[config.mk]
export PLATFORM = sky130hd
export DESIGN_NAME = opm_read_arbiter
export DESIGN_NICKNAME = d
export VERILOG_FILES = /design/src/rtl/opm_read_arbiter.sv
export SDC_FILE = /design/constraint.sdc
export NUM_CORES = 1
export LEC_CHECK = 0
export CAP_MARGIN = 15
export CORE_MARGIN = 10
export CORE_UTILIZATION = 60
export DETAILED_ROUTE_END_ITERATION = 6
export DONT_BUFFER_PORTS = 1
export PLACE_DENSITY_LB_ADDON = 0.2
export SLEW_MARGIN = 20
export SYNTH_ARGS = -nofsm -noshare
export SYNTH_HDL_FRONTEND = slang
export SYNTH_SLANG_ARGS = --single-unit
[constraint.sdc]
create_clock -name clk -period 2.86 [get_ports clk]
set_input_delay 0.286 -clock clk [delete_from_list [all_inputs] [get_ports clk]]
set_output_delay 0.286 -clock clk [all_outputs]
set_load 0.05 [all_outputs]
[src/rtl/opm_read_arbiter.sv]
// Two-requester round-robin arbiter for the OPM read port, with fixed-latency tagged returns
// and a drain/halt handshake for NN-core memory ownership. Define OPM_ARB_LOCK_EN for burst lock.
module opm_read_arbiter #(
  parameter int unsigned D_LEN     = 16,
  parameter int unsigned DA_AWIDTH = 8,
  parameter int unsigned OFS_WIDTH = 4,
  parameter int unsigned RD_LAT    = 4
) (
  input  logic                 clk,
  input  logic                 rst_n,
  input  logic                 req_0,
  input  logic                 req_1,
`ifdef OPM_ARB_LOCK_EN
  input  logic                 lock_0,
  input  logic                 lock_1,
`endif
  input  logic [DA_AWIDTH-1:0] base_0,
  input  logic [DA_AWIDTH-1:0] base_1,
  input  logic [OFS_WIDTH-1:0] ofs_0,
  input  logic [OFS_WIDTH-1:0] ofs_1,
  output logic                 gnt_0,
  output logic                 gnt_1,
  output logic                 rvalid_0,
  output logic                 rvalid_1,
  output logic [D_LEN-1:0]     rdata_0,
  output logic [D_LEN-1:0]     rdata_1,
  output logic [DA_AWIDTH-1:0] opm_base,
  output logic [OFS_WIDTH-1:0] opm_offset,
  input  logic [D_LEN-1:0]     r_data,
  input  logic                 mem_hold,
  output logic                 hold_ack
);

  typedef enum logic [1:0] {StRun, StDrain, StHalt} state_e;

  state_e            state;
  logic              rr_ptr;
  logic              rr_valid;  // no grant since reset: ties go to requester 0
  logic [RD_LAT-1:0] tag_v;
  logic [RD_LAT-1:0] tag_id;
  logic              gnt_any;
  logic              gnt_sel;
  logic              pipe_empty;

  // Registered gnt_* act as the pipe's entry stage, so they count as in flight.
  assign pipe_empty = !gnt_0 && !gnt_1 && (tag_v == '0);

  always_comb begin
    gnt_any = 1'b0;
    gnt_sel = 1'b0;
    if (state == StRun && !mem_hold) begin
`ifdef OPM_ARB_LOCK_EN
      if (rr_valid && (rr_ptr ? (lock_1 && req_1) : (lock_0 && req_0))) begin
        gnt_any = 1'b1;
        gnt_sel = rr_ptr;
      end else
`endif
      if (req_0 && req_1) begin
        gnt_any = 1'b1;
        gnt_sel = rr_valid ? ~rr_ptr : 1'b0;
      end else if (req_0 || req_1) begin
        gnt_any = 1'b1;
        gnt_sel = req_1;
      end
    end
  end

  always_ff @(posedge clk or negedge rst_n) begin
    if (!rst_n) begin
      state      <= StRun;
      rr_ptr     <= 1'b0;
      rr_valid   <= 1'b0;
      tag_v      <= '0;
      tag_id     <= '0;
      gnt_0      <= 1'b0;
      gnt_1      <= 1'b0;
      rvalid_0   <= 1'b0;
      rvalid_1   <= 1'b0;
      rdata_0    <= '0;
      rdata_1    <= '0;
      opm_base   <= '0;
      opm_offset <= '0;
      hold_ack   <= 1'b0;
    end else begin
      gnt_0 <= gnt_any && !gnt_sel;
      gnt_1 <= gnt_any && gnt_sel;
      if (gnt_any) begin
        opm_base   <= gnt_sel ? base_1 : base_0;
        opm_offset <= gnt_sel ? ofs_1 : ofs_0;
        rr_ptr     <= gnt_sel;
        rr_valid   <= 1'b1;
      end

      tag_v[0]  <= gnt_0 || gnt_1;
      tag_id[0] <= gnt_1;
      for (int k = 1; k < int'(RD_LAT); k++) begin
        tag_v[k]  <= tag_v[k-1];
        tag_id[k] <= tag_id[k-1];
      end

      rvalid_0 <= tag_v[RD_LAT-1] && !tag_id[RD_LAT-1];
      rvalid_1 <= tag_v[RD_LAT-1] && tag_id[RD_LAT-1];
      if (tag_v[RD_LAT-1] && !tag_id[RD_LAT-1]) rdata_0 <= r_data;
      if (tag_v[RD_LAT-1] && tag_id[RD_LAT-1])  rdata_1 <= r_data;

      unique case (state)
        StRun: begin
          if (mem_hold) state <= StDrain;
        end
        StDrain: begin
          if (!mem_hold) begin
            state <= StRun;
          end else if (pipe_empty) begin
            state    <= StHalt;
            hold_ack <= 1'b1;
          end
        end
        StHalt: begin
          if (!mem_hold) begin
            state    <= StRun;
            hold_ack <= 1'b0;
          end
        end
        default: begin
          state    <= StRun;
          hold_ack <= 1'b0;
        end
      endcase
    end
  end

endmodule
==> impl_metrics.yaml <==
global_route:
  grtUsageTotal_pct: 15.2
  overflow: 0
  grt_pass1_wl_um: 7760
  antenna_found_initial: 0
  grt_pass1_vias: 1550
  grt_max_degree: 62
synthesis:
  seq_area_frac_synth_pct: 65.9
  syn_nets: 196
  netlist_area_um2: 2320
  syn_avg_cell_area_um2: 15.3
  synth.distinct_cells: 24
  syn_inst: 151
  ys_ff_latch: 61
  yosysWarnings: 0
setup_path:
  timing.rr.start: "state[1]"
  crit_fanout: 15
  crit_path_start_kind: "register"
  endpoint_kind: "register"
  arrival_ns: 1.90
  criticalPathCategory: "reg -> reg"
  worstPathCellList: "nor3_4, o211a_1, a221o_1"
  required_ns: 3.12
  slowest_stage: "o211a_1"
  slowest_delay_ns: 0.49
  worst-path-buf-inv: 0
  cp-startpoint: "state[1]"
  path_delay_family: "compound AO/OA/AOI/OAI gates"
timing:
  finalSetupTns_ns: 0
  tightest_slew_ns: 0.727
  fmax_mhz: 608
  slew_headroom_pct: 51.4
  setup_viol: 0
  layout_min_cycle_time_ns: 1.65
  hold_viol: 0
  finClkSkew_ns: 0.00681
  slew_violations: 0
  rsz0062_at_grt: "false"
  post-route-period-util_pct: 57.5
  hold_slack_ns: 0.0971
clocking:
  clk_latency_ns: 0.32
  cts_made_buffers: 9
  clockBufferDepth: 2
  clkSinkCount: 61
  clk_pin_slew_ns: 0.06
  cts_max_level: 3
  cts_tree: "yes"
  ctsRootBufferMaster: "clkbuf_8"
placement:
  placed_cell_area_um2: 2340
  port_buffers: 0
  dp_cells: 193
  place.gp.congestion: 0.736
route:
  firstDrtPassIters: 4
  wl_um: 4810
  via_per_inst: 6.11
  vias: 1289
  drc: 0
  drtIter0Drc: 64
  wl_per_cell_um: 22.8
  ant_nets: 0
cells_and_area:
  drive_gt1_share_pct: 34.4
  antenna_cells: 0
  fill_cells: 257
  nets: 203
  fin_area_um2: 2570
  area_growth_pct: 11.0
  fin_cells: 211
floorplan:
  io_pins: 94
  die_x_um: 82.1
  die_y_um: 82.1
  num_rows: 22
  start_util_pct: 62.8
  die_area_um2: 6750
  coreArea_um2: 3690
worst_hold_path:
  hold_class: "in -> reg"
  min_from: "mem_hold"
job:
  maxCapViolCount: 0
status:
  status: "finished, final reports clean"
synthesized netlist by cell type:
cell | instances | area share [%]
a221o_2 | 3 | 1.5
o311a_4 | 1 | 0.92
clkbuf_1 | 1 | 0.16
buf_4 | 1 | 0.32
inv_1 | 5 | 0.81
nor4b_1 | 1 | 0.38
o211a_1 | 1 | 0.43
clkbuf_2 | 1 | 0.22
a221o_1 | 9 | 3.9
nor3_1 | 1 | 0.22
buf_2 | 3 | 0.65
nor2b_1 | 5 | 1.3
o21ai_0 | 1 | 0.22
a31oi_1 | 1 | 0.27
nand4_1 | 1 | 0.27
a21boi_0 | 12 | 3.9
buf_6 | 1 | 0.49
and3_1 | 1 | 0.27
nor3_4 | 1 | 0.70
mux2_2 | 32 | 16
a21o_1 | 1 | 0.32
nand2_1 | 5 | 0.81
or2_2 | 2 | 0.54
dfrtp_1 | 61 | 66
worst paths after layout:
kind	slack [ns]	cells after the start	end
max in group asynchronous	2.13	2	rdata_1[3]
worst min-delay path	0.1	2	hold_ack
min in group asynchronous	0.49	2	rdata_0[2]
worst min register to register	0.35	0	tag_id[1]
worst max register to register	1.21	3	opm_base[7]
worst max-delay path	1.21	3	opm_base[7]
stage by stage:
stage                     utilization (%)  worst slack [ns]
after floorplan                         -              1.53
after detailed placement             63.5              1.22
after global routing                 69.7              1.05
after global placement               63.5              1.30
after CTS                            69.7              1.21
final                                69.7              1.21
per-layer routing:
layer  wire length (µm)  vias to the layer above  GRT usage [%]  share of wire [%]
met4                 94                        0           7.14                2.0
met3                887                       11           10.8                 18
li1                   -                      563              -                  -
met1               1680                      630           15.6                 35
met2               2160                       85           23.0                 45
met5                  0                        -              0                  0
logic make-up after synthesis:
family          synth area share [%]
flops                           65.9
compound gates                  11.4
simple gates                    4.54
mux                             15.6
buf+inv                         2.65
timing repair:
action | in CTS | in global routing
resized for setup | 0 | 0
endpoints found under the hold margin | 61 | 0
hold buffers | 2 | 0
buffers inserted | 0 | 0
cell usage in the layout (no fill, tap or decap):
cell type and instances:
dlygate4sd3_1 1, a21boi_0 12, nand4_1 1, buf_16 1, a21o_1 1, nor3_1 1
o21ai_0 1, mux2_2 32, clkbuf_1 1, dfrtp_1 61, nor4b_1 1, clkbuf_8 10
nor3_4 1, nand2_1 5, and3_1 1, a221o_2 3, or2_2 2, a31oi_1 1
nor2b_1 5, clkinv_2 4, inv_1 5, bufinv_16 1, o211a_1 1, a221o_1 9
buf_4 1, o311a_4 1
registers in the layout, summed over array words and instances, names as in the netlist:
| signal | flops |
|---|---|
| hold_ack | 1 |
| rvalid_0 | 1 |
| opm_offset | 4 |
| tag_v | 4 |
| state | 2 |
| gnt_0 | 1 |
| opm_base | 8 |
| rdata_0 | 16 |
| tag_id | 4 |
| rdata_1 | 16 |
| gnt_1 | 1 |
| rr_ptr | 1 |
| rr_valid | 1 |
| rvalid_1 | 1 |
final cells by class:
cell class | instances | area [µm²] | area share [%]
Multi-Input combinational cell | 78 | 729 | 28.4
Clock inverter | 5 | 50.0 | 1.95
Inverter | 5 | 18.8 | 0.730
Tap cell | 48 | 60.1 | 2.34
Sequential cell | 61 | 1530 | 59.4
Clock buffer | 11 | 141 | 5.50
Timing Repair Buffer | 3 | 45.0 | 1.75
Power is left out: the tool's default activity adds up to more than one toggle a clock period on the data nets, which glitch-free logic cannot reach.
